==> src/rtl/jk_arb_pkg.sv <==
// Shared types for the JK bank arbiter: FSM states, JK op codes
// and the per-bit JK next-state function.
package jk_arb_pkg;

   typedef enum logic [1:0] {
      IDLE    = 2'd0,
      APPLY   = 2'd1,
      HOLD_ST = 2'd2
   } state_t;

   typedef enum logic [1:0] {
      OP_HOLD = 2'b00,
      OP_CLR  = 2'b01,
      OP_SET  = 2'b10,
      OP_TOG  = 2'b11
   } jk_op_t;

   function automatic logic jk_next(input logic j, input logic k,
                                    input logic q);
      jk_op_t op;
      op = jk_op_t'({j, k});
      case (op)
         OP_HOLD: return q;
         OP_CLR:  return 1'b0;
         OP_SET:  return 1'b1;
         OP_TOG:  return ~q;
         default: return q;
      endcase
   endfunction

endpackage

==> src/rtl/jk_bank_arbiter_rr_pick.sv <==
// Combinational round-robin selector: first set req bit after ptr,
// wrapping modulo NREQ.
module rr_pick #(
   parameter int NREQ = 4,
   parameter int PW   = $clog2(NREQ)
) (
   input  logic [NREQ-1:0] req,
   input  logic [PW-1:0]   ptr,
   output logic [NREQ-1:0] winner,
   output logic            valid
);

   logic [PW-1:0] idx;

   always_comb begin
      winner = '0;
      valid  = 1'b0;
      idx    = '0;
      for (int i = 1; i <= NREQ; i++) begin
         idx = PW'((int'(ptr) + i) % NREQ);
         if (!valid && req[idx]) begin
            winner[idx] = 1'b1;
            valid       = 1'b1;
         end
      end
   end

endmodule

==> src/rtl/jk_bank_arbiter.sv <==
// Round-robin arbiter applying one JK command per round to a shared bank.
// Optional JK_ARB_STATS_EN adds per-requester saturating grant counters.
module jk_bank_arbiter
   import jk_arb_pkg::*;
#(
   parameter int NREQ  = 4,
   parameter int WIDTH = 8,
   parameter int HOLD  = 1
) (
   input  logic                  clk,
   input  logic                  reset,
   input  logic [NREQ-1:0]       req,
   input  logic [NREQ*WIDTH-1:0] j_in,
   input  logic [NREQ*WIDTH-1:0] k_in,
   output logic [NREQ-1:0]       ack,
   output logic [NREQ-1:0]       gnt,
   output logic                  busy,
   output logic [WIDTH-1:0]      q
`ifdef JK_ARB_STATS_EN
   ,
   output logic [NREQ*8-1:0]     grant_cnt
`endif
);

   localparam int PW = $clog2(NREQ);
   localparam logic [3:0] HCNT_INIT = (HOLD > 0) ? 4'(HOLD - 1) : 4'd0;

   state_t           state, state_n;
   logic [NREQ-1:0]  win;
   logic             win_vld;
   logic [PW-1:0]    ptr, win_idx, own_idx;
   logic [WIDTH-1:0] jc, kc, jq, kq, q_n;
   logic [3:0]       hcnt;

   rr_pick #(.NREQ(NREQ), .PW(PW)) u_pick (
      .req    (req),
      .ptr    (ptr),
      .winner (win),
      .valid  (win_vld)
   );

   always_comb begin
      jc      = '0;
      kc      = '0;
      win_idx = '0;
      for (int i = 0; i < NREQ; i++) begin
         if (win[i]) begin
            jc      = j_in[i*WIDTH +: WIDTH];
            kc      = k_in[i*WIDTH +: WIDTH];
            win_idx = PW'(i);
         end
      end
   end

   for (genvar b = 0; b < WIDTH; b++) begin : g_jk
      assign q_n[b] = jk_next(jq[b], kq[b], q[b]);
   end

   always_comb begin
      state_n = state;
      unique case (state)
         IDLE:    if (win_vld) state_n = APPLY;
         APPLY:   state_n = (HOLD > 0) ? HOLD_ST : IDLE;
         HOLD_ST: if (hcnt == 4'd0) state_n = IDLE;
         default: state_n = IDLE;
      endcase
   end

   always_ff @(posedge clk) begin
      if (reset) begin
         state   <= IDLE;
         q       <= '0;
         ack     <= '0;
         gnt     <= '0;
         ptr     <= PW'(NREQ - 1);
         jq      <= '0;
         kq      <= '0;
         own_idx <= '0;
         hcnt    <= '0;
      end else begin
         state <= state_n;
         ack   <= '0;
         unique case (state)
            IDLE: begin
               if (win_vld) begin
                  // ack is registered so it lands exactly in the APPLY cycle
                  gnt     <= win;
                  ack     <= win;
                  jq      <= jc;
                  kq      <= kc;
                  own_idx <= win_idx;
               end else begin
                  gnt <= '0;
               end
            end
            APPLY: begin
               q    <= q_n;
               ptr  <= own_idx;
               hcnt <= HCNT_INIT;
               if (HOLD == 0) gnt <= '0;
            end
            HOLD_ST: begin
               if (hcnt == 4'd0) gnt <= '0;
               else hcnt <= hcnt - 4'd1;
            end
            default: gnt <= '0;
         endcase
      end
   end

   assign busy = (state != IDLE);

`ifdef JK_ARB_STATS_EN
   for (genvar i = 0; i < NREQ; i++) begin : g_cnt
      logic [7:0] cnt;
      always_ff @(posedge clk) begin
         if (reset) cnt <= '0;
         else if (ack[i] && cnt != 8'hFF) cnt <= cnt + 8'd1;
      end
      assign grant_cnt[i*8 +: 8] = cnt;
   end
`endif

endmodule

==> config.mk <==
export PLATFORM = sky130hd
export DESIGN_NAME = jk_bank_arbiter
export DESIGN_NICKNAME = d
export VERILOG_FILES = /design/src/rtl/jk_arb_pkg.sv /design/src/rtl/jk_bank_arbiter_rr_pick.sv /design/src/rtl/jk_bank_arbiter.sv
export SDC_FILE = /design/constraint.sdc
export NUM_CORES = 1
export LEC_CHECK = 0
export BUFFER_PORTS_ARGS = -buffer_cell sky130_fd_sc_hd__buf_2
export CAP_MARGIN = 20
export CORE_UTILIZATION = 54
export CTS_CLUSTER_SIZE = 25
export DETAILED_ROUTE_END_ITERATION = 10
export GPL_TIMING_DRIVEN = 0
export PLACE_DENSITY_LB_ADDON = 0.12
export SYNTH_ARGS = -nofsm -noshare
export SYNTH_HDL_FRONTEND = slang
export SYNTH_SLANG_ARGS = --single-unit
export TNS_END_PERCENT = 30
==> constraint.sdc <==
create_clock -name clk -period 5.7 [get_ports clk]
set_clock_uncertainty 0.1 [all_clocks]
set_input_delay 0.57 -clock clk [delete_from_list [all_inputs] [get_ports clk]]
set_output_delay 0.57 -clock clk [all_outputs]
set_load 0.02 [all_outputs]
=== Word level (Yosys, flattened, before mapping) ===
Cells that the tools add are included.

* Order comparisons: 8
* Muxes and demuxes: 51
* Reduce and logical (&&, ||, !) cells: 35
* Equal/unequal tests: 29
* Add/subtract/negate cells: 5
* Divide/modulo/power cells: 0
* Bitwise logic cells: 21
* Shift operators: 0
* Multiply operators: 0

{| class="wikitable"
|+ Operators with widths
! kind !! count
|-
| 8-bit two-way mux || 8
|-
| 2-bit equality test (second input constant) || 17
|-
| 4-bit two-way mux || 7
|-
| 1-bit one-hot mux with 3 select lines || 8
|-
| 2-bit AND reduction || 12
|-
| 2-bit by 1-bit equality test with 1-bit output (second input constant) || 9
|-
| 2-bit zero test || 9
|-
| 1-bit inverter || 18
|-
| 1-bit two-way mux || 13
|-
| 2-bit by 3-bit < comparator with 1-bit output (second input constant) || 4
|-
| 4-bit bitwise OR || 3
|-
| 4-bit one-hot mux with 3 select lines || 1
|-
| 1-bit binary-select mux with 2-bit select || 4
|-
| 1-bit demux with 2-bit select || 4
|-
| 2-bit by 1-bit greater-or-equal comparator with 1-bit output (second input constant) || 4
|-
| 2-bit two-way mux || 4
|-
| 4-bit one-hot mux with 2 select lines || 1
|-
| 1-bit logical AND || 7
|-
| 2-bit one-hot mux with 3 select lines || 1
|-
| 2-bit by 1-bit adder with 2-bit output (second input constant) || 2
|-
| 2-bit adder (second input constant) || 2
|-
| 4-bit zero test || 1
|-
| 2-bit inequality test (second input constant) || 2
|-
| 2-bit nonzero test || 2
|-
| 4 further kinds || 6
|}

* Bits in registers: 42
* Input bits: 70
* ROM bits: 0
* Logic and storage cells: 165
* Output and inout bits: 17
* Memories: 0
* Bits in latches: 0
* Bits in writable memories: 0

=== Longest topological paths before layout ===
* Depth after elaboration: 17
* Depth in mapped cells: 12
* Depth with buffers taken out: 9

=== Cells and area by module ===
From an unflattened synthesis, not the netlist that was laid out.

* Cell total of the unflattened synthesis: 311
* Area total of the unflattened synthesis: 2642.5 µm²

{| class="wikitable"
|+ Modules (own cells, without submodules)
! module !! area each (µm²) !! times used !! seq. area each (µm²) !! cells each
|-
| jk_bank_arbiter || 2227.1 || 1 || 840.8 || 263
|-
| rr_pick || 415.4 || 1 || 0.0 || 48
|}

=== Worst setup path before layout ===
Ideal clock, no wire load.

* Path type: register -> register
* Start: register ptr[1]
* End: register jq[0]
* Data arrival time: 2.726 ns
* Required time: 5.470 ns
* Cell stages (with the launch flop): 13
* Setup slack: 2.744 ns
* Clock period less this slack: 2.956 ns
* Setup time: 0.130 ns
* Path buffers: 3
* Path through: dfxtp_1 > clkbuf_1 > inv_1 > ha_1 > mux4_1 > nor4b_4 > nand2_2 > o21ai_2 > buf_6 > nor2_4 > buf_6 > a221oi_2 > o211ai_1

* Word-level cells in the longest chain between the ends: 17
* Elaborated cells on any way between the ends: 54
* Those cells by class: 4 x add/sub; 8 x order compare; 28 x mux; 3 x bitwise; 11 x reduce/logical

{| class="wikitable"
|+ Ends and longest elaborated chain
! element !! line !! RTL
|-
| from (decl) || jk_bank_arbiter.sv:31 || <nowiki>logic [PW-1:0] ptr, win_idx, own_idx;</nowiki>
|-
| from (signal assigned) || jk_bank_arbiter.sv:75 || <nowiki>ptr <= PW'(NREQ - 1);</nowiki>
|-
| from (signal assigned) || jk_bank_arbiter.sv:98 || <nowiki>ptr <= own_idx;</nowiki>
|-
| parallel branches: the longest is 17 deep, another holds 2-bit by 3-bit < comparator with 1-bit output || n/a ||
|-
| to (signal assigned) || jk_bank_arbiter.sv:89 || <nowiki>jq <= jc;</nowiki>
|-
| to (decl) || jk_bank_arbiter.sv:32 || <nowiki>logic [WIDTH-1:0] jc, kc, jq, kq, q_n;</nowiki>
|}

Several ways; the timed one is not identified. The select of a mux whose other input is x is not followed.
A chain may end at the register's enable or synchronous reset.

=== Worst setup path in the final report ===
* Start: register ptr[1]
* End: register kq[3]

* Word-level cells in the longest chain between the ends: 17
* Elaborated cells on any way between the ends: 54
* Those cells by class: 4 x add/sub; 8 x order compare; 28 x mux; 3 x bitwise; 11 x reduce/logical

{| class="wikitable"
|+ Ends and longest elaborated chain
! element !! line !! RTL
|-
| parallel branches: the longest is 17 deep, another holds 2-bit by 3-bit < comparator with 1-bit output || n/a ||
|-
| to (signal assigned) || jk_bank_arbiter.sv:90 || <nowiki>kq <= kc;</nowiki>
|-
| to (decl) || jk_bank_arbiter.sv:32 ||
|}

Several ways; the timed one is not identified. The select of a mux whose other input is x is not followed.

==> metrics.md <==
| Metric | Value |
|---|---|
| Status | complete, no violations |
| Critical path fanouts, max | 10 |
| Root Driver | clkbuf_8 |
| Count of different cell masters after synthesis | 48 |
| Fin Setup TNS | 0 ns |
| Vias per cell | 5.89 |
| Multi-input logic area | 1440 µm² |
| DRC | 0 |
| TritonCTS clock tree | done |
| Synth Instances | 264 |
| Sw Ratio | 0.363 |
| Synth warnings | 0 |
| DR WL/cell | 15.6 µm |
| Post-Place Worst Slack | 2.26 ns |
| Final instance area | 3070 µm² |
| Comb pwr share | 0.406 |
| Final setup fails | 0 |
| Flop pwr share | 0.363 |
| # port buffers | 86 |
| Max IR drop VDD | 157 µV |
| Most used DFF post-synth | dfxtp_1 |
| Unrepaired setup endpoints after global routing | no |
| Fillers | 362 |
| TritonRoute pass-1 iters | 4 |
| Seq cells post-synth | 42 |
| Async SR Flop Fraction | 0 |
| Int Power | 660 µW |
| Antenna violations before repair | 0 |
| Register area | 841 µm² |
| Vias in the first global route | 2371 |
| Syn_area_per_cell | 9.34 µm² |
| Mapped Area | 2460 µm² |
| Post-route ant nets | 0 |
| Clock buffer count from CTS | 5 |
| Initial Util | 0.562 |
| Total gr overflow | 0 |
| Core ar. | 4380 µm² |
| Setup slack after layout | 2.23 ns |
| First-pass GRT wire length | 10.8 mm |
| EDFF count, synth | 0 |
| Final core area utilization | 0.701 |
| Critical Path RT | 5.78 ns |
| Total wire length | 6.39 mm |
| Setup crit end kind | flop |
| Area grow syn2layout | 24.7% |
| IO Count | 87 |
| Resized cells post-CTS | 0 |
| Placed inst area | 2960 µm² |
| Final Wtd Congestion | 0.835 |
| Fmax | 288 MHz |
| Worst setup SP type | flop |
| Die ar. | 4840 µm² |
| Die X-Extent | 69.6 µm |
| Total Routing Usage GR | 0.277 |
| Max-Slew Margin vs Limit | 0.650 |
| Worst skew pair latency | 0.30 ns |
| Largest net degree at the start of global routing | 13 |
| Hold depth | 1 |
| Cts-stage hold buffer count | 0 |
| Worst Hold Class | flop to flop |
| Syn_nets | 343 |
| Tot Pwr | 1.04 mW |
| Rows | 24 |
| Initial DRC count | 101 |
| Non-Filler Instances | 409 |
| Placed Cells | 402 |
| Post-CTS Setup Bufs | 0 |
| Clk slew on worst S/H paths | 0.08 ns |
| Clk network pwr share | 0.232 |
| Die height | 69.6 µm |
| Num Clock Sinks | 42 |
| Worst-Margin Slew | 0.523 ns |
| Max-cap violation count | 0 |
| Layout cells sized above 1 | 0.353 |
| Fin. max-slew vios | 0 |
| Htree depth | 2 |
| HPWL Detailed | 4.70 mm |
| WHS | 0.350 ns |
| Net Sw Power | 375 µW |
| Cells on worst reg2reg path | 12 |
| Power Density | 337 nW/µm² |
| Fin nets | 436 |
| Lkg Pwr | 1.32 nW |
| Post-synthesis sequential area ratio | 0.341 |
| Final period util | 0.608 |
| WP data arrival | 3.54 ns |
| Worst Path Class, Setup | flop to flop |
| Total number of vias | 2408 |
| # diodes | 0 |
| Final hold vios | 0 |
| Final min period | 3.47 ns |
| Clock Path Buffers | 2 |
-- cell type report --
| type | count | share of cell area |
|---|---|---|
| well taps | 52 | 0.0212 |
| repair buffers | 86 | 0.140 |
| clock buffers | 6 | 0.0269 |
| multi-input cells | 190 | 0.467 |
| inverters | 11 | 0.0134 |
| plain buffers | 21 | 0.0476 |
| flip-flops and latches | 42 | 0.274 |
| clock inverters | 1 | 0.00977 |
-- metal layers --
| layer | share of wire | GRT usage |
|---|---|---|
| met5 | 0 | 0 |
| met4 | 0.025 | 0.122 |
| met3 | 0.050 | 0.0436 |
| met2 | 0.47 | 0.467 |
| met1 | 0.45 | 0.347 |
-- state kept, by name, indices dropped and copies added, names as in the netlist, 4 cells and up --
| signal | flops |
|---|---|
| ack | 4 |
| gnt | 4 |
| hcnt | 4 |
| jq | 8 |
| kq | 8 |
| q | 8 |
-- final timing paths --
check / startpoint / endpoint / slack [ns]
max reg2reg: ptr[1] / kq[3] / 2.23
max: ptr[1] / kq[3] / 2.23
min reg2reg: gnt[0] / gnt[0] / 0.35
min: gnt[0] / gnt[0] / 0.35
-- synthesized netlist by cell type, types with 2 or more instances --
| master | number | share of area |
|---|---|---|
| a21oi_1 | 11 | 0.022 |
| nor2_1 | 18 | 0.027 |
| buf_6 | 5 | 0.023 |
| inv_1 | 10 | 0.015 |
| a311oi_1 | 2 | 0.0071 |
| ha_1 | 9 | 0.046 |
| nand2b_1 | 6 | 0.015 |
| nor3_1 | 10 | 0.020 |
| mux4_2 | 2 | 0.018 |
| a22oi_2 | 2 | 0.010 |
| buf_2 | 2 | 0.0041 |
| o211ai_1 | 15 | 0.046 |
| dfxtp_1 | 42 | 0.34 |
| a211o_1 | 3 | 0.011 |
| o2111ai_1 | 15 | 0.053 |
| a221oi_1 | 7 | 0.025 |
| o21ai_0 | 13 | 0.026 |
| a31oi_1 | 6 | 0.015 |
| nand2_1 | 21 | 0.032 |
| o22ai_1 | 3 | 0.0076 |
| a221oi_2 | 9 | 0.055 |
| o21ai_1 | 4 | 0.0081 |
| and2_1 | 2 | 0.0051 |
| mux4_1 | 2 | 0.021 |
| buf_4 | 3 | 0.0091 |
| a22oi_1 | 2 | 0.0061 |
| xor2_1 | 2 | 0.0071 |
| nor2b_1 | 3 | 0.0076 |
| mux2i_1 | 4 | 0.016 |
| clkbuf_1 | 10 | 0.015 |
| a21o_1 | 4 | 0.012 |
-- worst max-delay path, stage by stage, from the launching register on --
cell	delay, ns
dfxtp_1	0.42
clkbuf_1	0.29
inv_1	0.17
ha_1	0.42
mux4_1	0.51
nor4b_4	0.47
nand2_2	0.10
o21ai_2	0.08
buf_6	0.17
nor2_4	0.08
buf_6	0.17
a221oi_2	0.25
o211ai_1	0.11
-- layout by cell type (no fill, tap or decap), types with 10 or more instances in the layout --
| cell | instances |
|---|---|
| buf_2 | 88 |
| dfxtp_1 | 42 |
| nand2_1 | 21 |
| nor2_1 | 18 |
| o2111ai_1 | 15 |
| o211ai_1 | 15 |
| o21ai_0 | 13 |
| a21oi_1 | 11 |
| inv_1 | 10 |
| clkbuf_1 | 10 |
| nor3_1 | 10 |
-- cells by family after synthesis --
kind of cell	after synthesis	synth area share
AO/OA/AOI/OAI	102	0.333
XOR/XNOR	2	0.00711
adder cells (fa/ha/maj)	9	0.0457
buffers and inverters	32	0.0761
flip-flops	42	0.341
multiplexers	8	0.0558
AND/OR/NAND/NOR	69	0.141
-- power by group through the flow --
stage          combinational (mW)  sequential, mW  clock [mW]
3_5_place_dp                0.419           0.381           0
5_1_grt                     0.458           0.380       0.252
3_3_place_gp                0.411           0.380           0
6_report                    0.420           0.375       0.240
2_1_floorplan               0.288           0.389           0
4_1_cts                     0.421           0.375       0.241
Power figures use the tool's default switching activity.
